$ cat src/rtl/divisor_sequencial_if.sv
// Operand/result bundle for the sequential divider.
// master issues start and operands; slave returns quotient, remainder and status.
interface divisor_sequencial_if #(
    parameter int WIDTH = 5
);
    logic             start;
    logic [WIDTH-1:0] dividend;
    logic [WIDTH-1:0] divisor;
    logic [WIDTH-1:0] quotient;
    logic [WIDTH-1:0] remainder;
    logic             busy;
    logic             done;
    logic             div_by_zero;

    modport master (
        output start, dividend, divisor,
        input  quotient, remainder, busy, done, div_by_zero
    );

    modport slave (
        input  start, dividend, divisor,
        output quotient, remainder, busy, done, div_by_zero
    );
endinterface

$ cat src/rtl/divisor_sequencial.sv
// Unsigned restoring divider that produces one quotient bit per CLOCK_50 cycle.
// Results are registered and held until the next operation completes.
//
//  state | meaning
//  IDLE  | waiting for start; operands captured on the accepting edge
//  RUN   | one shift/compare/subtract step per cycle, WIDTH steps in total
//  DONE  | one-cycle done pulse; results already loaded
module divisor_sequencial #(
    parameter int WIDTH = 5
) (
    input  logic                 CLOCK_50,
    input  logic                 RESET_N,
    divisor_sequencial_if.slave  bus
);
    localparam int CW = $clog2(WIDTH + 1);

    typedef enum logic [1:0] {
        IDLE = 2'd0,
        RUN  = 2'd1,
        DONE = 2'd2
    } state_t;

    state_t           r_state;
    state_t           w_next;
    logic [WIDTH-1:0] r_q;
    logic [WIDTH-1:0] r_d;
    logic [WIDTH:0]   r_r;
    logic [CW-1:0]    r_cnt;
    logic [WIDTH-1:0] r_quotient;
    logic [WIDTH-1:0] r_remainder;
    logic             r_dbz;

    logic [WIDTH:0]   w_r_shift;
    logic             w_ge;
    logic [WIDTH:0]   w_r_next;
    logic [WIDTH-1:0] w_q_next;
    logic             w_div_zero;
    logic             w_last;

    // One restoring step: shift the next dividend bit into R, subtract D if it fits.
    assign w_r_shift  = {r_r[WIDTH-1:0], r_q[WIDTH-1]};
    assign w_ge       = (w_r_shift >= {1'b0, r_d});
    assign w_r_next   = w_ge ? (w_r_shift - {1'b0, r_d}) : w_r_shift;
    assign w_q_next   = {r_q[WIDTH-2:0], w_ge};
    assign w_div_zero = (bus.divisor == '0);
    assign w_last     = (r_cnt == CW'(1));

    always_ff @(posedge CLOCK_50 or negedge RESET_N) begin
        if (!RESET_N) begin
            r_state <= IDLE;
        end else begin
            r_state <= w_next;
        end
    end

    always_comb begin
        w_next = r_state;
        case (r_state)
            IDLE: begin
                if (bus.start) begin
                    w_next = w_div_zero ? DONE : RUN;
                end
            end
            RUN: begin
                if (w_last) begin
                    w_next = DONE;
                end
            end
            DONE:    w_next = IDLE;
            default: w_next = IDLE;
        endcase
    end

    always_ff @(posedge CLOCK_50 or negedge RESET_N) begin
        if (!RESET_N) begin
            r_q         <= '0;
            r_d         <= '0;
            r_r         <= '0;
            r_cnt       <= '0;
            r_quotient  <= '0;
            r_remainder <= '0;
            r_dbz       <= 1'b0;
        end else begin
            case (r_state)
                IDLE: begin
                    if (bus.start) begin
                        if (w_div_zero) begin
                            r_quotient  <= '1;
                            r_remainder <= bus.dividend;
                            r_dbz       <= 1'b1;
                        end else begin
                            r_q   <= bus.dividend;
                            r_d   <= bus.divisor;
                            r_r   <= '0;
                            r_cnt <= CW'(WIDTH);
                        end
                    end
                end
                RUN: begin
                    r_q   <= w_q_next;
                    r_r   <= w_r_next;
                    r_cnt <= r_cnt - CW'(1);
                    if (w_last) begin
                        r_quotient  <= w_q_next;
                        r_remainder <= w_r_next[WIDTH-1:0];
                        r_dbz       <= 1'b0;
                    end
                end
                default: begin
                end
            endcase
        end
    end

    assign bus.quotient    = r_quotient;
    assign bus.remainder   = r_remainder;
    assign bus.div_by_zero = r_dbz;
    assign bus.busy        = (r_state == RUN);
    assign bus.done        = (r_state == DONE);
endmodule

$ cat src/flat_wrapper.sv
// flat-port wrapper written by rule: the top's interface ports become plain ports
module divisor_sequencial_flat 
#(
    parameter int WIDTH = 5
)
  (CLOCK_50, RESET_N, bus_start, bus_dividend, bus_divisor, bus_quotient, bus_remainder, bus_busy, bus_done, bus_div_by_zero);
  divisor_sequencial_if #(.WIDTH(WIDTH)) bus_i ();
  input  logic CLOCK_50;
  input  logic RESET_N;
  input wire logic [$bits(bus_i.start)-1:0] bus_start;
  input wire logic [$bits(bus_i.dividend)-1:0] bus_dividend;
  input wire logic [$bits(bus_i.divisor)-1:0] bus_divisor;
  output wire logic [$bits(bus_i.quotient)-1:0] bus_quotient;
  output wire logic [$bits(bus_i.remainder)-1:0] bus_remainder;
  output wire logic [$bits(bus_i.busy)-1:0] bus_busy;
  output wire logic [$bits(bus_i.done)-1:0] bus_done;
  output wire logic [$bits(bus_i.div_by_zero)-1:0] bus_div_by_zero;
  assign bus_i.start = bus_start;
  assign bus_i.dividend = bus_dividend;
  assign bus_i.divisor = bus_divisor;
  assign bus_quotient = bus_i.quotient;
  assign bus_remainder = bus_i.remainder;
  assign bus_busy = bus_i.busy;
  assign bus_done = bus_i.done;
  assign bus_div_by_zero = bus_i.div_by_zero;
  divisor_sequencial #(.WIDTH(WIDTH)) u_core (.CLOCK_50(CLOCK_50), .RESET_N(RESET_N), .bus(bus_i));
endmodule
$ cat config.mk
export PLATFORM = sky130hd
export DESIGN_NAME = divisor_sequencial_flat
export DESIGN_NICKNAME = d
export VERILOG_FILES = /design/src/rtl/divisor_sequencial_if.sv /design/src/rtl/divisor_sequencial.sv /design/src/flat_wrapper.sv
export SDC_FILE = /design/constraint.sdc
export NUM_CORES = 1
export LEC_CHECK = 0
export CELL_PAD_IN_SITES_DETAIL_PLACEMENT = 2
export CELL_PAD_IN_SITES_GLOBAL_PLACEMENT = 2
export CORE_MARGIN = 5
export CORE_UTILIZATION = 30
export CTS_CLUSTER_SIZE = 40
export DETAILED_ROUTE_END_ITERATION = 7
export PLACE_DENSITY_LB_ADDON = 0.08
export SLEW_MARGIN = 0
export SYNTH_ARGS = -nofsm -noshare
export SYNTH_HDL_FRONTEND = slang
export SYNTH_SLANG_ARGS = --single-unit
$ cat constraint.sdc
create_clock -name CLOCK_50 -period 4.8 [get_ports CLOCK_50]
set_clock_uncertainty 0.05 [all_clocks]
set_input_delay 0.96 -clock CLOCK_50 [delete_from_list [all_inputs] [get_ports CLOCK_50]]
set_output_delay 0.96 -clock CLOCK_50 [all_outputs]
set_load 0.1 [all_outputs]
; ---- Yosys cells after proc, flatten, opt, wreduce, memory -nomap -nowiden
; Cells that the tools add are included.
[word_totals]
regBits = 31
latch_bits = 0
ram_bits = 0
rom_bits = 0
inputBits = 13
out_inout_bits = 13
wordCells = 52
mem_count = 0
[op_classes]
addsub = 2
multipliers = 0
div_mod_pow = 0
n_lt_le_gt_ge = 1
eq_ne = 7
shift = 0
muxes = 26
bitwise = 1
n_reduce_logical = 7
[ops]
columns = operator, n
row1 = 2-to-1 mux 5 bit, 11
row2 = case mux 5 bit (2 select lines), 4
row3 = greater-or-equal comparator 6 x 5 -> 1 bit, 1
row4 = 2-to-1 mux 2 bit, 3
row5 = 2-to-1 mux 3 bit, 2
row6 = case mux 3 bit (2 select lines), 1
row7 = AND reduction 3 bit, 2
row8 = logical NOT 5 bit, 1
row9 = subtractor 5 bit, 1
row10 = != test 2 x 1 -> 1 bit (second input constant), 2
row11 = != test 2 bit (second input constant), 2
row12 = case mux 2 bit (2 select lines), 1
row13 = AND reduction 4 bit, 1
row14 = == test 3 x 1 -> 1 bit (second input constant), 1
row15 = 2-to-1 mux 1 bit, 3
row16 = subtractor 3 x 1 -> 3 bit (second input constant), 1
row17 = == test 2 x 1 -> 1 bit (second input constant), 1
row18 = == test 2 bit (second input constant), 1
row19 = logical NOT 2 bit, 1
row20 = case mux 1 bit (2 select lines), 1
row21 = AND reduction 2 bit, 1
row22 = nonzero test 2 bit, 1
row23 = inverter 1 bit, 1

; ---- Depth between registers and ports, before layout
[logic_depth]
ltp_word = 4
depth_mapped = 9
ltp_nobuf = 8

; ---- Worst setup path before layout
; No wires, ideal clock.
[synth_timing]
path_type = flip-flop to output port
startpoint = register u_core.r_state[1]
endpoint = output bus_done
arrival_ns = 1.794
t_required_ns = 3.790
path_slack_ns = 1.996
path_stages_with_launch = 3
path_buffers = 0
cell_sequence = dfrtp_1 inv_2 nor2_1
[synth_via]
elab_chain_cells = 1
[synth_rtl]
columns = item, line_no
row1 = "start, declared", divisor_sequencial.sv:23  ; state_t r_state;
row2 = "start signal, assigned", divisor_sequencial.sv:52  ; r_state <= w_next;
row3 = == test 2 bit, divisor_sequencial.sv:119  ; assign bus.done = (r_state == DONE);
row4 = "end, declared", flat_wrapper.sv:16  ; output wire logic [$bits(bus_i.done)-1:0] bus_done;
; No other way between the ends.

; ---- Final worst setup path
[layout_timing]
startpoint = register u_core.r_state[1]
endpoint = output bus_busy
[layout_via]
elab_chain_cells = 1
[layout_rtl]
columns = item, line_no
row1 = == test 2 x 1 -> 1 bit, divisor_sequencial.sv:118  ; assign bus.busy = (r_state == RUN);
row2 = "end, declared", flat_wrapper.sv:15  ; output wire logic [$bits(bus_i.busy)-1:0] bus_busy;
; No other way between the ends.

==> impl.org <==
** STA
- Final Hold Violating Endpoints :: 0
- The worst path needs 3540 ps of the cycle, external delays included.
- Setup violation total in the final timing report :: 0
- Setup repair after global routing left no endpoint under its margin.
- Setup total negative slack :: 0 ps
- The final critical path takes up between 70% and 80% of the cycle.
- Final worst slack :: approximately 1300 ps
- Count of pins over their slew limit :: 0
- Derived from the worst setup path, the maximum achievable clock frequency is 0.282 GHz.
- For the pin with the worst max-slew slack, the measured transition is 978 ps.
- Normalized max-slew margin :: 34.6%

** Clock network
- TritonCTS built the clock tree.
- CTS max path bufs :: 2
- The H-tree was split into 2 levels.
- In this run, CTS created clock tree buffers numbering 5.
- Clock sinks :: 31
- The root buffer cell chosen for the clock tree is clkbuf_8.
- The later pin in the worst-skew pair is clocked with a latency of 290 ps.
- Once the clock tree was built, the resizer swapped 0 gates to a different size.
- After clock tree synthesis, the clock-pin slew on the worst setup and hold paths is 70 ps.
- After clock tree synthesis, the flow added hold-fix buffers numbering 0.
- Post-CTS setup buffers :: 0

** Place
- Detailed placement HPWL :: 3.74 mm
- Routability-driven placement finished with a final weighted congestion of 0.735.
- Worst setup timing slack at the placement stage :: 1550 ps
- After detailed placement, the design holds a cell count of around 250.
- Placement Cell Area :: 1990 um2
- Buffers placed on the I/O ports in this run total 25.

** Route
- Total iterations of the first detailed-routing run :: 4
- The final route contains 1290 vias.
- After detailed routing, the average wire length per cell comes to 18.7 um.
- Drt initial violations :: 44
- Post-route DRC :: 0
- Routed wire length :: 4.74 mm
- The count of nets left with antenna violations once routing finished came out at 0.
- After detailed routing, the number of vias per cell comes to between 5 and 6.

** Critical path
- Worst endpoint required time :: 3790 ps
- Destination of the worst register-to-register timing path :: u_core.bus.remainder[1]$_DFFE_PN0P_
- Along the worst path, the maximum fanout reaches 13.
- Data arrival, critical path :: around 2500 ps
- STA classifies the critical path startpoint as a register.
- The critical path starts at u_core.r_state[1]$_DFFE_PN0P_.
- The most critical setup path has its endpoint at bus_busy.
- For flop-to-flop paths, the worst setup slack is 2500 ps.
- STA classifies the critical path endpoint as a primary output.
- Crit Reg-Reg Startpoint :: u_core.r_q[4]$_DFFE_PN0P_
- Logic depth of the worst register-to-register path :: 8
- Critical path start-end classification :: reg -> out

** Die
- I/O pin total :: 26
- Once the floorplan was initialized, standard cells occupied 30.6% of the core.
- Count of standard-cell rows :: 27
- Vert. Die Dim :: 84.5 um
- Width of the chip :: about 84 um
- Floorplan core area :: 5440 um2
- Die ar. :: 7130 um2

** Yosys
- The synthesized netlist devotes a little over a fifth of its cell area to compound gates.
- Async S/R FF share, synth :: 100%
- During synthesis, Yosys emitted a total of 0 warnings.
- Adder-cell share of the synthesized area :: 6.47%
- After synthesis, flip-flops and latches occupy 46.7% of the total area.
- In the post-synthesis netlist, the biggest area contributors are dfrtp_1, mux2_4, ha_1.
- Area share of the largest cell type after synthesis :: 46.7%
- Post-Syn Area :: 1660 um2
- Share of the synthesized netlist area taken by xor and xnor gates :: 0.527%
- Top cell type by total area after synthesis :: dfrtp_1
- For this run, the leading register cell type out of synthesis is dfrtp_1.
- Multiplexer cells account for 7.83% of the synthesized area.
- By count the netlist is led by dfrtp_1, inv_1, nand2_1.
- The synthesized design contains 0 enable-type register cells.
- After synthesis, the largest family of logic cells by area is compound AO/OA/AOI/OAI gates.
- The number of nets in the synthesized netlist is approximately 170.
- Number of different library cells in the post-synthesis netlist :: 37
- Among all cell types in the netlist, the one instantiated most often is dfrtp_1.
- Synthesized-area fraction occupied by and/or/nand/nor cells :: 11.8%
- Post-Syn Area per Cell :: 10.9 um2
- Synth Register Bits :: 31
- Synthesis handed over a netlist of about 150 instances.

** Worst hold path
- Cell depth of the worst min-delay path :: 2
- Class of the tightest hold or removal check :: reg -> reg

** Global routing
- Summed over all layers, the global routing overflow is 0.
- Number of antenna violations at the first check in global routing :: 0
- Vias in the first global route :: 1452
- Entering global routing, the biggest net connects 32 pins.
- First-pass GRT wire length :: 7.96 mm
- Global-route usage over all layers :: 14.1%

** Final layout
- Excluding fillers, the count of instances in the completed layout stands at 254.
- Area added between synthesis and finish :: 25.3%
- The filler cells instantiated in the layout total 589.
- Finished layout cell area :: 2080 um2
- Area used by multi-input combinational logic :: 802 um2
- Ratio of cells with drive above 1 in the final layout :: between 10 and 15%
- The sequential cells in the finished layout cover a total of 776 um2.
- The final layout contains 202 nets.
- Number of antenna diodes :: 0

** Status
- The run finished with clean final reports.

** Job
- Count of max-cap constraint violations :: 0
==> worst min-delay path by stage <==
stage	from	end	slack, ps
after floorplan	u_core.r_r[4]$_DFFE_PN0P_	u_core.r_r[4]$_DFFE_PN0P_	400
after global placement	u_core.bus.div_by_zero$_DFFE_PN0P_	u_core.bus.div_by_zero$_DFFE_PN0P_	430
after detailed placement	u_core.r_r[4]$_DFFE_PN0P_	u_core.r_r[4]$_DFFE_PN0P_	430
after CTS	u_core.r_r[4]$_DFFE_PN0P_	u_core.r_r[4]$_DFFE_PN0P_	440
after global routing	u_core.r_r[4]$_DFFE_PN0P_	u_core.r_r[4]$_DFFE_PN0P_	480
final	u_core.r_r[4]$_DFFE_PN0P_	u_core.r_r[4]$_DFFE_PN0P_	440
==> sequential cells by signal (all words and copies together), names as in the netlist <==
register and cells:
u_core.bus.quotient 5, u_core.bus.div_by_zero 1, u_core.bus.remainder 5, u_core.r_cnt 3, u_core.r_d 5, u_core.r_state 2, u_core.r_r 5, u_core.r_q 5
==> through the flow <==
| step | util (%) | hold slack [ps] |
|---|---|---|
| floorplan | - | 400 |
| global placement | 36.6 | 427 |
| detailed placement | 36.6 | 427 |
| CTS | 38.3 | 443 |
| global route | 38.3 | 476 |
| finish | 38.3 | 441 |
==> kinds of logic (layout without fill, tap and decap cells) <==
| kind of cell | after synthesis | after routing |
|---|---|---|
| xor gates and xnor gates | 1 | 1 |
| muxes | 10 | 10 |
| DFF | 31 | 31 |
| adders and majority gates | 8 | 8 |
| and+or+nand+nor | 34 | 34 |
| buffers and inverters | 20 | 50 |
| AOI/OAI and AO/OA | 48 | 48 |
==> final cells by class <==
cell class,instances,area share (%)
Clock buffer,5,3.30
Sequential cell,31,37.2
Inverter,16,3.12
Timing Repair Buffer,26,12.4
Multi-Input combinational cell,101,38.5
Tap cell,72,4.32
Clock inverter,3,1.14
==> cell usage in the layout, fill, tap and decap left out, drive strengths merged, types with 2 or more instances in the layout <==
master and n:
o211ai 2, nand2 13, o221ai 2, clkdlybuf4s50 25, mux2i 4, ha 7
a21oi 9, mux2 6, nand3 7, o32a 3, inv 16, nand3b 2
o21ai 4, o31ai 2, a32oi 2, o21a 4, or3 3, a21o 4
nor2 4, dfrtp 31, o22ai 9, clkinvlp 2, and3 2, clkbuf 5
o22a 4
==> worst max-delay path, stage by stage, from the launching register on <==
cell and delay (ps):
dfrtp_1 460, inv_2 210, nand2_2 160, inv_2 240, clkdlybuf4s50_1 1180
==> per-layer routing <==
metal  track usage (%)  part of all wire, %  wire length (um)  vias to the layer above
li1                  -                    -                 -                      616
met3              3.24                  2.8               131                        4
met4              4.32                 0.93                44                        0
met5                 0                    0                 0                        -
met1              18.3                   48              2290                      651
met2              23.5                   48              2270                       19
Power is left out: the tool's default activity adds up to more than one toggle a clock period on the data nets, which glitch-free logic cannot reach.
